**src/rtl/regs_dump_if.sv**
```systemverilog
// Bundle between the dump engine, the register file read port and the debug byte stream.
// master: dump engine side; slave: core/transport side.
interface regs_dump_if #(
    parameter int ADRW = 4
);
    logic            start;
    logic            busy;
    logic            done;
    logic            dbg_active;
    logic [ADRW-1:0] dbg_adr;
    logic [31:0]     rf_data;
    logic [7:0]      tx_data;
    logic            tx_valid;
    logic            tx_ready;

    modport master (
        input  start, rf_data, tx_ready,
        output busy, done, dbg_active, dbg_adr, tx_data, tx_valid
    );

    modport slave (
        output start, rf_data, tx_ready,
        input  busy, done, dbg_active, dbg_adr, tx_data, tx_valid
    );
endinterface

```
**src/rtl/regs_dump.sv**
```systemverilog
// Register file debug dump: walks x0..x(NREGS-1) via rs1 and streams each entry as four
// little-endian bytes. Define REGS_DUMP_CRC_EN to append a CRC-8 (poly 0x07) trailer byte.
module regs_dump #(
    parameter int NREGS = 16,
    parameter int ADRW  = 4
) (
    input  logic        clk,
    input  logic        reset,
    regs_dump_if.master bus
);
    typedef enum logic [2:0] {
        S_IDLE = 3'd0,
        S_ADDR = 3'd1,
        S_CAPT = 3'd2,
        S_SEND = 3'd3,
        S_FIN  = 3'd4
`ifdef REGS_DUMP_CRC_EN
        , S_CRC = 3'd5
`endif
    } state_t;

    localparam logic [ADRW-1:0] LAST_IDX = ADRW'(NREGS - 1);
    localparam logic [ADRW-1:0] IDX_ONE  = ADRW'(1);
    localparam logic [ADRW-1:0] IDX_ZERO = {ADRW{1'b0}};
`ifdef REGS_DUMP_CRC_EN
    localparam state_t S_AFTER_LAST = S_CRC;
`else
    localparam state_t S_AFTER_LAST = S_FIN;
`endif

    state_t          state_r, state_nxt_s;
    logic [ADRW-1:0] idx_r, idx_nxt_s;
    logic [1:0]      cnt_r, cnt_nxt_s;
    logic [31:0]     shift_r, shift_nxt_s;
    logic            hs_s, last_byte_s, last_reg_s;
    logic            busy_r, busy_nxt_s;
    logic            done_r, done_nxt_s;
    logic            tx_valid_r, tx_valid_nxt_s;
    logic [7:0]      tx_data_r, tx_data_nxt_s;
    logic [ADRW-1:0] dbg_adr_r, dbg_adr_nxt_s;
`ifdef REGS_DUMP_CRC_EN
    logic [7:0]      crc_r, crc_nxt_s;

    function automatic logic [7:0] crc8_byte(input logic [7:0] crc, input logic [7:0] data);
        logic [7:0] c;
        c = crc ^ data;
        for (int i = 0; i < 8; i++) begin
            if (c[7]) c = {c[6:0], 1'b0} ^ 8'h07;
            else      c = {c[6:0], 1'b0};
        end
        return c;
    endfunction
`endif

    assign hs_s        = tx_valid_r & bus.tx_ready;
    assign last_byte_s = (cnt_r == 2'd3);
    assign last_reg_s  = (idx_r == LAST_IDX);

    // State register
    always_ff @(posedge clk or negedge reset) begin
        if (!reset) state_r <= S_IDLE;
        else        state_r <= state_nxt_s;
    end

    // Next-state decode
    always_comb begin
        state_nxt_s = state_r;
        case (state_r)
            S_IDLE: begin
                if (bus.start) state_nxt_s = S_ADDR;
                else           state_nxt_s = S_IDLE;
            end
            S_ADDR: state_nxt_s = S_CAPT;
            S_CAPT: state_nxt_s = S_SEND;
            S_SEND: begin
                if (hs_s && last_byte_s) state_nxt_s = last_reg_s ? S_AFTER_LAST : S_ADDR;
                else                     state_nxt_s = S_SEND;
            end
`ifdef REGS_DUMP_CRC_EN
            S_CRC: begin
                if (hs_s) state_nxt_s = S_FIN;
                else      state_nxt_s = S_CRC;
            end
`endif
            S_FIN:   state_nxt_s = S_IDLE;
            default: state_nxt_s = S_IDLE;
        endcase
    end

    // Datapath next values: register index, byte counter, shift register, CRC
    always_comb begin
        idx_nxt_s   = idx_r;
        cnt_nxt_s   = cnt_r;
        shift_nxt_s = shift_r;
`ifdef REGS_DUMP_CRC_EN
        crc_nxt_s   = crc_r;
`endif
        case (state_r)
            S_IDLE: begin
                idx_nxt_s = IDX_ZERO;
`ifdef REGS_DUMP_CRC_EN
                if (bus.start) crc_nxt_s = 8'h00;
                else           crc_nxt_s = crc_r;
`endif
            end
            S_CAPT: begin
                shift_nxt_s = bus.rf_data;
                cnt_nxt_s   = 2'd0;
            end
            S_SEND: begin
                if (hs_s) begin
                    shift_nxt_s = {8'h00, shift_r[31:8]};
                    cnt_nxt_s   = cnt_r + 2'd1;
`ifdef REGS_DUMP_CRC_EN
                    crc_nxt_s   = crc8_byte(crc_r, shift_r[7:0]);
`endif
                    if (last_byte_s && !last_reg_s) idx_nxt_s = idx_r + IDX_ONE;
                    else                            idx_nxt_s = idx_r;
                end else begin
                    shift_nxt_s = shift_r;
                end
            end
            S_FIN:   idx_nxt_s = IDX_ZERO;
            default: idx_nxt_s = idx_r;
        endcase
    end

    // Output decode from the upcoming state so every output leaves a flop
    always_comb begin
        busy_nxt_s     = 1'b0;
        done_nxt_s     = 1'b0;
        tx_valid_nxt_s = 1'b0;
        tx_data_nxt_s  = 8'h00;
        case (state_nxt_s)
            S_ADDR, S_CAPT: busy_nxt_s = 1'b1;
            S_SEND: begin
                busy_nxt_s     = 1'b1;
                tx_valid_nxt_s = 1'b1;
                tx_data_nxt_s  = shift_nxt_s[7:0];
            end
`ifdef REGS_DUMP_CRC_EN
            S_CRC: begin
                busy_nxt_s     = 1'b1;
                tx_valid_nxt_s = 1'b1;
                tx_data_nxt_s  = crc_nxt_s;
            end
`endif
            S_FIN:   done_nxt_s = 1'b1;
            default: busy_nxt_s = 1'b0;
        endcase
        if (busy_nxt_s) dbg_adr_nxt_s = idx_nxt_s;
        else            dbg_adr_nxt_s = IDX_ZERO;
    end

    // Datapath registers
    always_ff @(posedge clk or negedge reset) begin
        if (!reset) begin
            idx_r   <= IDX_ZERO;
            cnt_r   <= 2'd0;
            shift_r <= 32'h0000_0000;
`ifdef REGS_DUMP_CRC_EN
            crc_r   <= 8'h00;
`endif
        end else begin
            idx_r   <= idx_nxt_s;
            cnt_r   <= cnt_nxt_s;
            shift_r <= shift_nxt_s;
`ifdef REGS_DUMP_CRC_EN
            crc_r   <= crc_nxt_s;
`endif
        end
    end

    // Output registers; async reset drops tx_valid mid-dump without a clock
    always_ff @(posedge clk or negedge reset) begin
        if (!reset) begin
            busy_r     <= 1'b0;
            done_r     <= 1'b0;
            tx_valid_r <= 1'b0;
            tx_data_r  <= 8'h00;
            dbg_adr_r  <= IDX_ZERO;
        end else begin
            busy_r     <= busy_nxt_s;
            done_r     <= done_nxt_s;
            tx_valid_r <= tx_valid_nxt_s;
            tx_data_r  <= tx_data_nxt_s;
            dbg_adr_r  <= dbg_adr_nxt_s;
        end
    end

    assign bus.busy       = busy_r;
    assign bus.dbg_active = busy_r;
    assign bus.done       = done_r;
    assign bus.tx_valid   = tx_valid_r;
    assign bus.tx_data    = tx_data_r;
    assign bus.dbg_adr    = dbg_adr_r;
endmodule

```
**src/flat_wrapper.sv**
```systemverilog
// flat-port wrapper written by rule: the top's interface ports become plain ports
module regs_dump_flat 
#(
    parameter int NREGS = 16,
    parameter int ADRW  = 4
)
  (clk, reset, bus_start, bus_rf_data, bus_tx_ready, bus_busy, bus_done, bus_dbg_active, bus_dbg_adr, bus_tx_data, bus_tx_valid);
  regs_dump_if #(.ADRW(ADRW)) bus_i ();
  input  logic clk;
  input  logic reset;
  input wire logic [$bits(bus_i.start)-1:0] bus_start;
  input wire logic [$bits(bus_i.rf_data)-1:0] bus_rf_data;
  input wire logic [$bits(bus_i.tx_ready)-1:0] bus_tx_ready;
  output wire logic [$bits(bus_i.busy)-1:0] bus_busy;
  output wire logic [$bits(bus_i.done)-1:0] bus_done;
  output wire logic [$bits(bus_i.dbg_active)-1:0] bus_dbg_active;
  output wire logic [$bits(bus_i.dbg_adr)-1:0] bus_dbg_adr;
  output wire logic [$bits(bus_i.tx_data)-1:0] bus_tx_data;
  output wire logic [$bits(bus_i.tx_valid)-1:0] bus_tx_valid;
  assign bus_i.start = bus_start;
  assign bus_i.rf_data = bus_rf_data;
  assign bus_i.tx_ready = bus_tx_ready;
  assign bus_busy = bus_i.busy;
  assign bus_done = bus_i.done;
  assign bus_dbg_active = bus_i.dbg_active;
  assign bus_dbg_adr = bus_i.dbg_adr;
  assign bus_tx_data = bus_i.tx_data;
  assign bus_tx_valid = bus_i.tx_valid;
  regs_dump #(.NREGS(NREGS), .ADRW(ADRW)) u_core (.clk(clk), .reset(reset), .bus(bus_i));
endmodule
```
**config.mk**
```make
export PLATFORM = sky130hd
export DESIGN_NAME = regs_dump_flat
export DESIGN_NICKNAME = d
export VERILOG_FILES = /design/src/rtl/regs_dump_if.sv /design/src/rtl/regs_dump.sv /design/src/flat_wrapper.sv
export SDC_FILE = /design/constraint.sdc
export NUM_CORES = 1
export LEC_CHECK = 0
export ABC_AREA = 1
export BUFFER_PORTS_ARGS = -buffer_cell sky130_fd_sc_hd__buf_4
export CAP_MARGIN = 25
export CELL_PAD_IN_SITES_DETAIL_PLACEMENT = 0
export CELL_PAD_IN_SITES_GLOBAL_PLACEMENT = 1
export CORE_MARGIN = 5
export CORE_UTILIZATION = 43
export DETAILED_ROUTE_END_ITERATION = 8
export GPL_TIMING_DRIVEN = 0
export PLACE_DENSITY = 0.88
export SETUP_SLACK_MARGIN = 0.05
export SYNTH_ARGS = -nofsm -noshare
export SYNTH_HDL_FRONTEND = slang
export SYNTH_SLANG_ARGS = --single-unit
```
**constraint.sdc**
```tcl
create_clock -name clk -period 2.49 [get_ports clk]
set_clock_uncertainty 0.1 [all_clocks]
set_input_delay 0.249 -clock clk [delete_from_list [all_inputs] [get_ports clk]]
set_output_delay 0.249 -clock clk [all_outputs]
set_load 0.005 [all_outputs]
```
; Word level (Yosys, flattened, before mapping)
; Index checks and enable logic that the tools add are counted.
[word_totals]
in_bits = 36
reg_bits = 56
[op_classes]
n_addsub = 2
n_reduce_logical = 8
n_eq_ne = 11
n_bitwise = 1
mux = 16
[op_table]
columns = cell, n
row1 = 32-bit case mux with 2 select lines, 1
row2 = 32-bit two-way mux, 1
row3 = 3-bit by 2-bit equality test with 1-bit output (second input constant), 4
row4 = 4-bit two-way mux, 3
row5 = 3-bit case mux with 4 select lines, 1
row6 = 8-bit two-way mux, 1
row7 = 4-bit case mux with 2 select lines, 1
row8 = 3-bit by 1-bit equality test with 1-bit output (second input constant), 2
row9 = 3-bit equality test (second input constant), 2
row10 = 3-bit two-way mux, 2
row11 = 4-bit by 1-bit adder with 4-bit output (second input constant), 1
row12 = 4-bit equality test (second input constant), 1
row13 = 1-bit two-way mux, 4
row14 = 2-bit case mux with 2 select lines, 1
row15 = 3-bit zero test, 1
row16 = 3-bit OR reduction, 1
row17 = 2-bit by 1-bit adder with 2-bit output (second input constant), 1
row18 = 2-bit equality test (second input constant), 1
row19 = 1-bit logical AND, 2
row20 = 2-bit two-way mux, 1
row21 = 2-bit by 1-bit inequality test with 1-bit output (second input constant), 1
row22 = 2-bit AND reduction, 1
row23 = 2-bit nonzero test, 1
row24 = 2-bit OR reduction, 1
row25 = 2 further kinds, 2

; Logic depth before layout (Yosys ltp)
; Gate-level depths: netlist of run 1.
[logic_depth]
ltp_word = 8
mapped_depth = 9
mapped_depth_nobuf = 8

; Least setup slack after synthesis of run 1
; Ideal clock, no wire load.
[synth_timing]
kind = register to register
start = register u_core.idx_r[0]
end = register u_core.dbg_adr_r[1] (netlist: u_core.bus.dbg_adr[1])
t_arrival_ns = 1.196
stages_incl_launch_ff = 8
required_time_ns = 2.262
period_less_slack_ns = 1.424
n_path_buf = 0
slack_ns = 1.066
path_cell_list = dfrtp_1 > ha_1 > inv_1 > nor2_1 > nor2_1 > or2_2 > nand2_1 > nor2_1
[synth_between]
elab_chain_cells = 8
[synth_lines]
columns = item, line_no
row1 = start: declaration, regs_dump.sv:32  ; logic [ADRW-1:0] idx_r, idx_nxt_s;
row2 = start signal: assignment, regs_dump.sv:165  ; idx_r <= idx_nxt_s;
row3 = 4-bit equality test, regs_dump.sv:57  ; assign last_reg_s = (idx_r == LAST_IDX);
row4 = 3-bit two-way mux (2 in a row), regs_dump.sv:76  ; if (hs_s && last_byte_s) state_nxt_s = last_reg_s ? S_AFTER_LAST : S_ADDR;
row5 = 3-bit case mux with 4 select lines, regs_dump.sv:68  ; case (state_r)
row6 = 3-bit by 1-bit equality test with 1-bit output / 3-bit by 2-bit equality test with 1-bit output (equally long branches), regs_dump.sv:134  ; case (state_nxt_s)
row7 = 3-bit OR reduction (no line), n/a
row8 = 1-bit two-way mux, regs_dump.sv:134
row9 = 4-bit two-way mux *, regs_dump.sv:151  ; if (busy_nxt_s) dbg_adr_nxt_s = idx_nxt_s;
row10 = via u_core.dbg_adr_nxt_s[1], regs_dump.sv:40  ; logic [ADRW-1:0] dbg_adr_r, dbg_adr_nxt_s;
row11 = end signal: assignment, regs_dump.sv:187  ; dbg_adr_r <= dbg_adr_nxt_s;
row12 = end: declaration, regs_dump.sv:40
; The timed path passes the listed nets; every way through them passes the cells marked *.
; A chain may end at the register's enable or synchronous reset.

; Final worst setup path of run 1
[layout_timing]
start = register u_core.idx_r[0]
end = register u_core.dbg_adr_r[2] (netlist: u_core.bus.dbg_adr[2])
[layout_between]
elab_chain_cells = 8
[layout_lines]
columns = item, line_no
row1 = 4-bit equality test *, regs_dump.sv:57
row2 = 3-bit two-way mux * (2 in a row), regs_dump.sv:76
row3 = 3-bit case mux with 4 select lines *, regs_dump.sv:68
row4 = via u_core.state_nxt_s[0], regs_dump.sv:31  ; state_t state_r, state_nxt_s;
row5 = 3-bit by 1-bit equality test with 1-bit output / 3-bit by 2-bit equality test with 1-bit output (equally long branches), regs_dump.sv:134
row6 = 3-bit OR reduction (no line) *, n/a
row7 = 1-bit two-way mux *, regs_dump.sv:134
row8 = 4-bit two-way mux *, regs_dump.sv:151
row9 = via u_core.dbg_adr_nxt_s[2], regs_dump.sv:40
; Marked as above.

==> results.py, run 1 <==
metrics = {
    "yosys": {
        "register_area_share_after_synthesis_pct": 58.39,
        "async_reset_ff_share_pct": 100.0,
        "synthesis.area_per_instance_um2": 8.988,
        "synth_net_count": 305,
        "postSynth.topFlopCell": "dfrtp_1",
        "number_of_enable_type_register_cells_in_the_synthesized_netlist": 0,
        "synth.distinct_cells": 24,
        "netlist_area_um2": 2400,
        "netlist_instances": 267,
        "ys.warnings.count": 0,
        "flip_flop_and_latch_count_after_synthesis": 56,
    },
    "power_and_ir_drop": {
        "p_per_area_nw_per_um2": 1095,
        "power.share.combinational_pct": 39.9,
        "cellInternalPower_mw": 2.033,
        "design_power_total_mw": 3.262,
        "leakagePower_nw": 1.622,
        "power_switching_mw": 1.229,
        "p_clk_share_pct": 16.0,
        "peakVddDrop_mv": 0.4792,
        "power.share.switching_pct": 37.66,
        "proportion_of_power_drawn_by_flip_flops_and_latches_pct": 44.1,
    },
    "sta": {
        "timing.final.crit_period_ns": 1.646,
        "min_period_over_period_pct": 66.09,
        "report.final.setup_viol": 0,
        "max_slew.worst_pin.slew_ns": 0.6910,
        "slew_headroom_pct": 53.93,
        "timing.fmax_ghz": 0.6077,
        "finalSetupTns_ns": 0,
        "timing.hold.ws_ns": 0.03589,
        "drv_slew": 0,
        "finalHoldViolCount": 0,
        "smallest_setup_slack_after_layout_ns": 0.8444,
        "unrepaired_setup_endpoints_after_global_routing": "false",
    },
    "die": {
        "core-area_um2": 5473,
        "dieArea_um2": 7175,
        "start_util_pct": 43.85,
        "dieHeight_um": 84.71,
        "total_number_of_placement_rows": 27,
        "die_x_um": 84.71,
        "io_pins": 52,
    },
    "min_path": {
        "hp-class": "in -> reg",
        "worstHoldPathCells": 3,
    },
    "clock_tree": {
        "ctsRootBufferMaster": "clkbuf_8",
        "ctsHtreeMaxLevel": 2,
        "cts_buffer_depth": 2,
        "worstSkewPairLatency_ns": 0.30,
        "cts_sink_count": 56,
        "cts_repair_resize_count": 0,
        "numCtsBuffers": 5,
        "tritoncts": "built",
        "clkTransAtPathRegs_ns": 0.09,
    },
    "critical_path": {
        "path_max_fanout": 5,
        "startpoint_type": "register",
        "critPathSlowestCell": "dfrtp_1",
        "element_type_at_the_critical_path_end": "register",
        "worst_path_largest_cell_delay_ns": 0.40,
        "crit_chain": "ha_1 -> inv_1 -> nor2_1 -> nand2_1 -> nand2_1 -> nand2_1 -> nor2_1 -> nor2_1",
        "worst-endpoint-required_ns": 2.57,
        "critical_path_class": "reg -> reg",
        "timing.reg2reg.worst_path_depth": 8,
        "timing.critical_path.arrival_ns": 1.73,
    },
    "finish": {
        "mostFrequentLayoutCell": "nand2_1",
        "most_frequent_cells_in_the_layout": "nand2_1, dfrtp_1, buf_4",
        "final_cell_area_um2": 2979,
        "nets": 364,
        "fraction_of_layout_instances_using_a_drive_strength_above_1_pct": 24.54,
        "syn_to_final_growth_pct": 24.14,
        "total_inserted_antenna_cells": 0,
    },
    "routing": {
        "vias": 1845,
        "detail_route.wirelength_um": 4850,
        "drt_first_pass_iters": 4,
        "drt-initial-drc-count": 82,
        "detail_route.wl_per_cell_um": 12.19,
        "detail-route-antenna-nets": 0,
        "drt_drc_violations_left": 0,
        "via_per_inst": 4.636,
    },
    "run_status": {
        "run_status": "finished, final reports clean",
    },
    "global_routing": {
        "grtUsageTotal_pct": 14.44,
        "grt_start_max_net_pins": 57,
        "grt_first_pass_wirelength_um": 8349,
        "globalRouteOverflowTotal": 0,
        "number_of_global_route_vias_before_repair": 1905,
        "initial_antenna_violation_count": 0,
    },
    "placed_design": {
        "routabilityCongestion": 0.8602,
        "dp_hpwl_um": 3532,
        "postPlaceCellArea_um2": 2873,
        "dpl_worst_slack_ns": 0.8133,
        "port-buffer-count": 51,
    },
    "job": {
        "cap_viol_max_count": 0,
    },
}
[repair_timing]
item | CTS | global route
setup buffers | 0 | 0
hold buffers | 1 | 0
hold endpoints to repair | 56 | 0
[per-stage QoR]
step / cells / utilization (%)
2_1_floorplan: 267 / -
4_1_cts: 398 / 54.44
3_3_place_gp: 390 / 52.49
6_report: 398 / 54.44
5_1_grt: 398 / 54.44
3_5_place_dp: 390 / 52.49
[critical path, delay by kind of cell, from the launching register on]
| kind | cells | cell delay [ns] |
|---|---|---|
| and+or+nand+nor | 6 | 0.75 |
| adders and majority gates | 1 | 0.23 |
| DFF | 1 | 0.40 |
| buffers and inverters | 1 | 0.05 |
[path summary, 6_finish.rpt]
check,startpoint,endpoint,slack [ns]
hold / removal,bus_rf_data[24],u_core.shift_r[24]$_DFFE_PN0P_,0.04
hold reg to reg,u_core.shift_r[24]$_DFFE_PN0P_,u_core.shift_r[24]$_DFFE_PN0P_,0.38
max in group asynchronous,reset,u_core.shift_r[12]$_DFFE_PN0P_,1.40
min in group asynchronous,reset,u_core.bus.tx_data[3]$_DFF_PN0_,0.42
setup reg to reg,u_core.idx_r[0]$_DFF_PN0_,u_core.bus.dbg_adr[2]$_DFF_PN0_,0.84
setup / recovery,u_core.idx_r[0]$_DFF_PN0_,u_core.bus.dbg_adr[2]$_DFF_PN0_,0.84
[layout make-up]
type                            instances  area (µm²)
Sequential cell                        56        1401
Multi-Input combinational cell        168       810.8
Buffer                                  9       60.06
Fill cell                             514        2494
Inverter                               34       127.6
Timing Repair Buffer                   52       392.9
Tap cell                               72       90.09
Clock buffer                            7       96.34
[cells by family (layout without fill, tap and decap cells)]
| group | after synthesis | in the layout | share of synthesized area (%) |
|---|---|---|---|
| buf+inv | 43 | 102 | 7.821 |
| fa+ha+maj | 2 | 2 | 1.043 |
| simple gates | 142 | 142 | 25.24 |
| compound gates | 24 | 24 | 7.508 |
| flops | 56 | 56 | 58.39 |
[power groups by stage]
stage	sequential, mW	combinational [mW]	clock, mW
after floorplan	1.43	0.906	0
after global placement	1.45	1.29	0
after detailed placement	1.46	1.32	0
after CTS	1.44	1.33	0.537
after global routing	1.48	1.49	0.572
final	1.44	1.30	0.522
[registers in the layout, summed over array words and instances (netlist names)]
| signal | flops |
|---|---|
| u_core.state_r | 3 |
| u_core.bus.busy | 1 |
| u_core.bus.tx_data | 8 |
| u_core.bus.dbg_adr | 4 |
| u_core.idx_r | 4 |
| u_core.bus.done | 1 |
| u_core.cnt_r | 2 |
| u_core.shift_r | 32 |
| u_core.bus.tx_valid | 1 |
[per-layer routing]
metal | GRT usage (%) | vias up | routed length [µm]
met5 | 0 | - | 0
met2 | 22.49 | 44 | 2223
met4 | 4.029 | 0 | 60
li1 | - | 947 | -
met3 | 3.925 | 6 | 277
met1 | 19.89 | 848 | 2288
[Yosys cell counts, types with 3 or more instances]
library cell,n,area (µm²)
nand3_1,8,40.04
inv_2,3,11.26
nand2_1,101,379.1
nor2_1,21,78.83
a22oi_1,8,60.06
o211ai_1,9,67.56
nand3_2,3,30.03
dfrtp_1,56,1401
inv_1,31,116.4
buf_2,6,30.03
Note: power is estimated with default switching activity, not from simulation.
==> run 2: changes to the inputs <==
--- a/config.mk
+++ b/config.mk
@@ -11,10 +11,10 @@
 export CELL_PAD_IN_SITES_DETAIL_PLACEMENT = 0
 export CELL_PAD_IN_SITES_GLOBAL_PLACEMENT = 1
 export CORE_MARGIN = 5
-export CORE_UTILIZATION = 43
+export CORE_UTILIZATION = 40
 export DETAILED_ROUTE_END_ITERATION = 8
 export GPL_TIMING_DRIVEN = 0
-export PLACE_DENSITY = 0.88
+export PLACE_DENSITY = 0.83
 export SETUP_SLACK_MARGIN = 0.05
 export SYNTH_ARGS = -nofsm -noshare
 export SYNTH_HDL_FRONTEND = slang
==> constraint.sdc (replaced) <==
create_clock -name clk -period 1.7 [get_ports clk]
set_clock_uncertainty 0.1 [all_clocks]
set_input_delay 0.17 -clock clk [delete_from_list [all_inputs] [get_ports clk]]
set_output_delay 0.17 -clock clk [all_outputs]
set_load 0.005 [all_outputs]
==> run 2 against run 1 <==
Against the previous run: critical path depth is 3 lower; fmax is 5.0% higher; sequential power is 47% higher; register-to-register slack worse by 0.71 ns; clock power is 66% higher; non-clock buffer count is 24 higher; sequential cell count stayed put.
==> results.py, run 2 (synthesized netlist as in run 1, its figures left out) <==
metrics = {
    "routing": {
        "vias": 1915,
        "drt_first_pass_iters": 4,
        "drt_drc_violations_left": 0,
        "drt-initial-drc-count": 94,
        "via_per_inst": 4.495,
        "detail-route-antenna-nets": 0,
        "detail_route.wl_per_cell_um": 12.12,
        "detail_route.wirelength_um": 5164,
    },
    "finish": {
        "largest_register_ffs": 32,
        "final_cell_area_um2": 3281,
        "fraction_of_layout_instances_using_a_drive_strength_above_1_pct": 23.93,
        "layoutNonFillerInstCount": 426,
        "largest-register": "u_core.shift_r",
        "nets": 388,
        "total_inserted_antenna_cells": 0,
        "most_frequent_cells_in_the_layout": "nand2_1, dfrtp_1, buf_4",
        "syn_to_final_growth_pct": 36.71,
        "final_util_pct": 55.74,
        "mostFrequentLayoutCell": "nand2_1",
    },
    "clock_tree": {
        "ctsRootBufferMaster": "clkbuf_8",
        "numCtsBuffers": 5,
        "tritoncts": "built",
        "worstSkewPairLatency_ns": 0.31,
        "ctsHtreeMaxLevel": 2,
        "cts_sink_count": 56,
        "clkTransAtPathRegs_ns": 0.10,
        "cts_buffer_depth": 2,
        "number_of_setup_buffers_added_after_cts": 0,
    },
    "power_and_ir_drop": {
        "leakagePower_nw": 1.727,
        "p_per_area_nw_per_um2": 1525,
        "peakVddDrop_mv": 0.5719,
    },
    "critical_path": {
        "worst_path_largest_cell_delay_ns": 0.55,
        "element_type_at_the_critical_path_end": "register",
        "critical_path.reg2reg.endpoint": "u_core.shift_r[22]$_DFFE_PN0P_",
        "worst_path_dominant_cell_family": "flip-flops",
        "reg2reg_setup_slack_ns": 0.13,
        "startpoint_type": "register",
        "timing.critical_path.arrival_ns": 1.69,
        "critPathLaunch": "u_core.state_r[0]$_DFF_PN0_",
        "critical_path.n_buffers_inverters": 1,
        "crit_chain": "nand3_4 -> nor2_4 -> buf_2 -> nand2_1 -> o211ai_1",
        "worst_r2r_startpoint": "u_core.state_r[0]$_DFF_PN0_",
        "critical_path_class": "reg -> reg",
        "worst-endpoint-required_ns": 1.82,
        "timing.reg2reg.worst_path_depth": 5,
        "critPathSlowestCell": "dfrtp_1",
        "path_max_fanout": 10,
    },
    "run_status": {
        "run_status": "finished, final reports clean",
    },
    "sta": {
        "timing.fmax_ghz": 0.6383,
        "finalHoldViolCount": 0,
        "slew_headroom_pct": 52.75,
        "report.final.setup_viol": 0,
        "timing.hold.ws_ns": 0.009875,
        "timing.final.crit_period_ns": 1.567,
        "drv_slew": 0,
        "finalSetupTns_ns": 0,
        "unrepaired_setup_endpoints_after_global_routing": "true",
        "max_slew.worst_pin.slew_ns": 0.7087,
        "min_period_over_period_pct": 92.16,
    },
    "die": {
        "start_util_pct": 40.77,
        "dieHeight_um": 87.46,
        "die_x_um": 87.46,
        "total_number_of_placement_rows": 28,
        "core-area_um2": 5886,
        "io_pins": 52,
        "dieArea_um2": 7648,
    },
    "global_routing": {
        "grt_start_max_net_pins": 57,
        "grtUsageTotal_pct": 14.79,
        "globalRouteOverflowTotal": 0,
        "initial_antenna_violation_count": 0,
        "grt_first_pass_wirelength_um": 8818,
        "number_of_global_route_vias_before_repair": 1945,
    },
    "min_path": {
        "min-delay-start": "bus_rf_data[22]",
        "whs_endpoint": "u_core.shift_r[22]$_DFFE_PN0P_",
        "hp-class": "in -> reg",
        "worstHoldPathCells": 3,
    },
    "placed_design": {
        "dp_hpwl_um": 3571,
        "cell_count_post_placement": 393,
        "port-buffer-count": 51,
        "postPlaceCellArea_um2": 2877,
        "routabilityCongestion": 0.8044,
    },
    "job": {
        "cap_viol_max_count": 0,
    },
}
run 2: timing repair:
action / in CTS / in global routing
resized for setup: 1 / 9
hold endpoints to repair: 80 / 0
endpoints found under the setup margin: 5 / 10
hold buffers: 25 / 0
run 2: worst min-delay path, delay by kind of cell:
family                 cells  cell delay (ns)
AO/OA/AOI/OAI              1             0.08
buffers and inverters      1             0.08
AND/OR/NAND/NOR            1             0.05
run 2: layer usage:
layer  vias to the layer above  part of all wire [%]  routed length [µm]  track usage (%)
li1                        997                     -                   -                -
met1                       860                    44                2251            18.92
met2                        54                    49                2545            24.73
met3                         4                   6.3                 324            3.500
met4                         0                  0.81                  42            4.603
met5                         -                     0                   0                0
run 2: through the flow:
stage / setup slack (ns) / power [mW]
after global routing: 0.01965 / 5.451
after detailed placement: 0.04229 / 4.065
after CTS: 0.07753 / 5.002
after global placement: 0.04622 / 4.023
final: 0.1333 / 5.002
after floorplan: 0.2758 / 3.423
run 2: layout make-up:
| type | count | area [µm²] |
|---|---|---|
| fillers | 542 | 2605 |
| flip-flops and latches | 56 | 1401 |
| multi-input cells | 168 | 848.3 |
| repair buffers | 76 | 633.1 |
| inverters | 34 | 127.6 |
| well taps | 75 | 93.84 |
| clock buffers | 5 | 68.82 |
| plain buffers | 9 | 65.06 |
| clock inverters | 3 | 42.54 |
run 2: worst max path at each step:
| stage | endpoint | slack [ns] | cells after the start |
|---|---|---|---|
| 6_report | u_core.shift_r[22]$_DFFE_PN0P_ | 0.13 | 5 |
| 5_1_grt | u_core.shift_r[22]$_DFFE_PN0P_ | 0.02 | 5 |
| 4_1_cts | u_core.cnt_r[0]$_DFFE_PN0P_ | 0.08 | 6 |
| 3_5_place_dp | u_core.bus.dbg_adr[2]$_DFF_PN0_ | 0.04 | 8 |
| 3_3_place_gp | u_core.bus.dbg_adr[3]$_DFF_PN0_ | 0.05 | 8 |
| 2_1_floorplan | u_core.bus.dbg_adr[1]$_DFF_PN0_ | 0.28 | 7 |
run 2: power by group:
part           internal, mW  switching [mW]
clock network         0.437           0.433
logic                 0.847            1.17
registers              1.85           0.271
total                  3.13            1.87
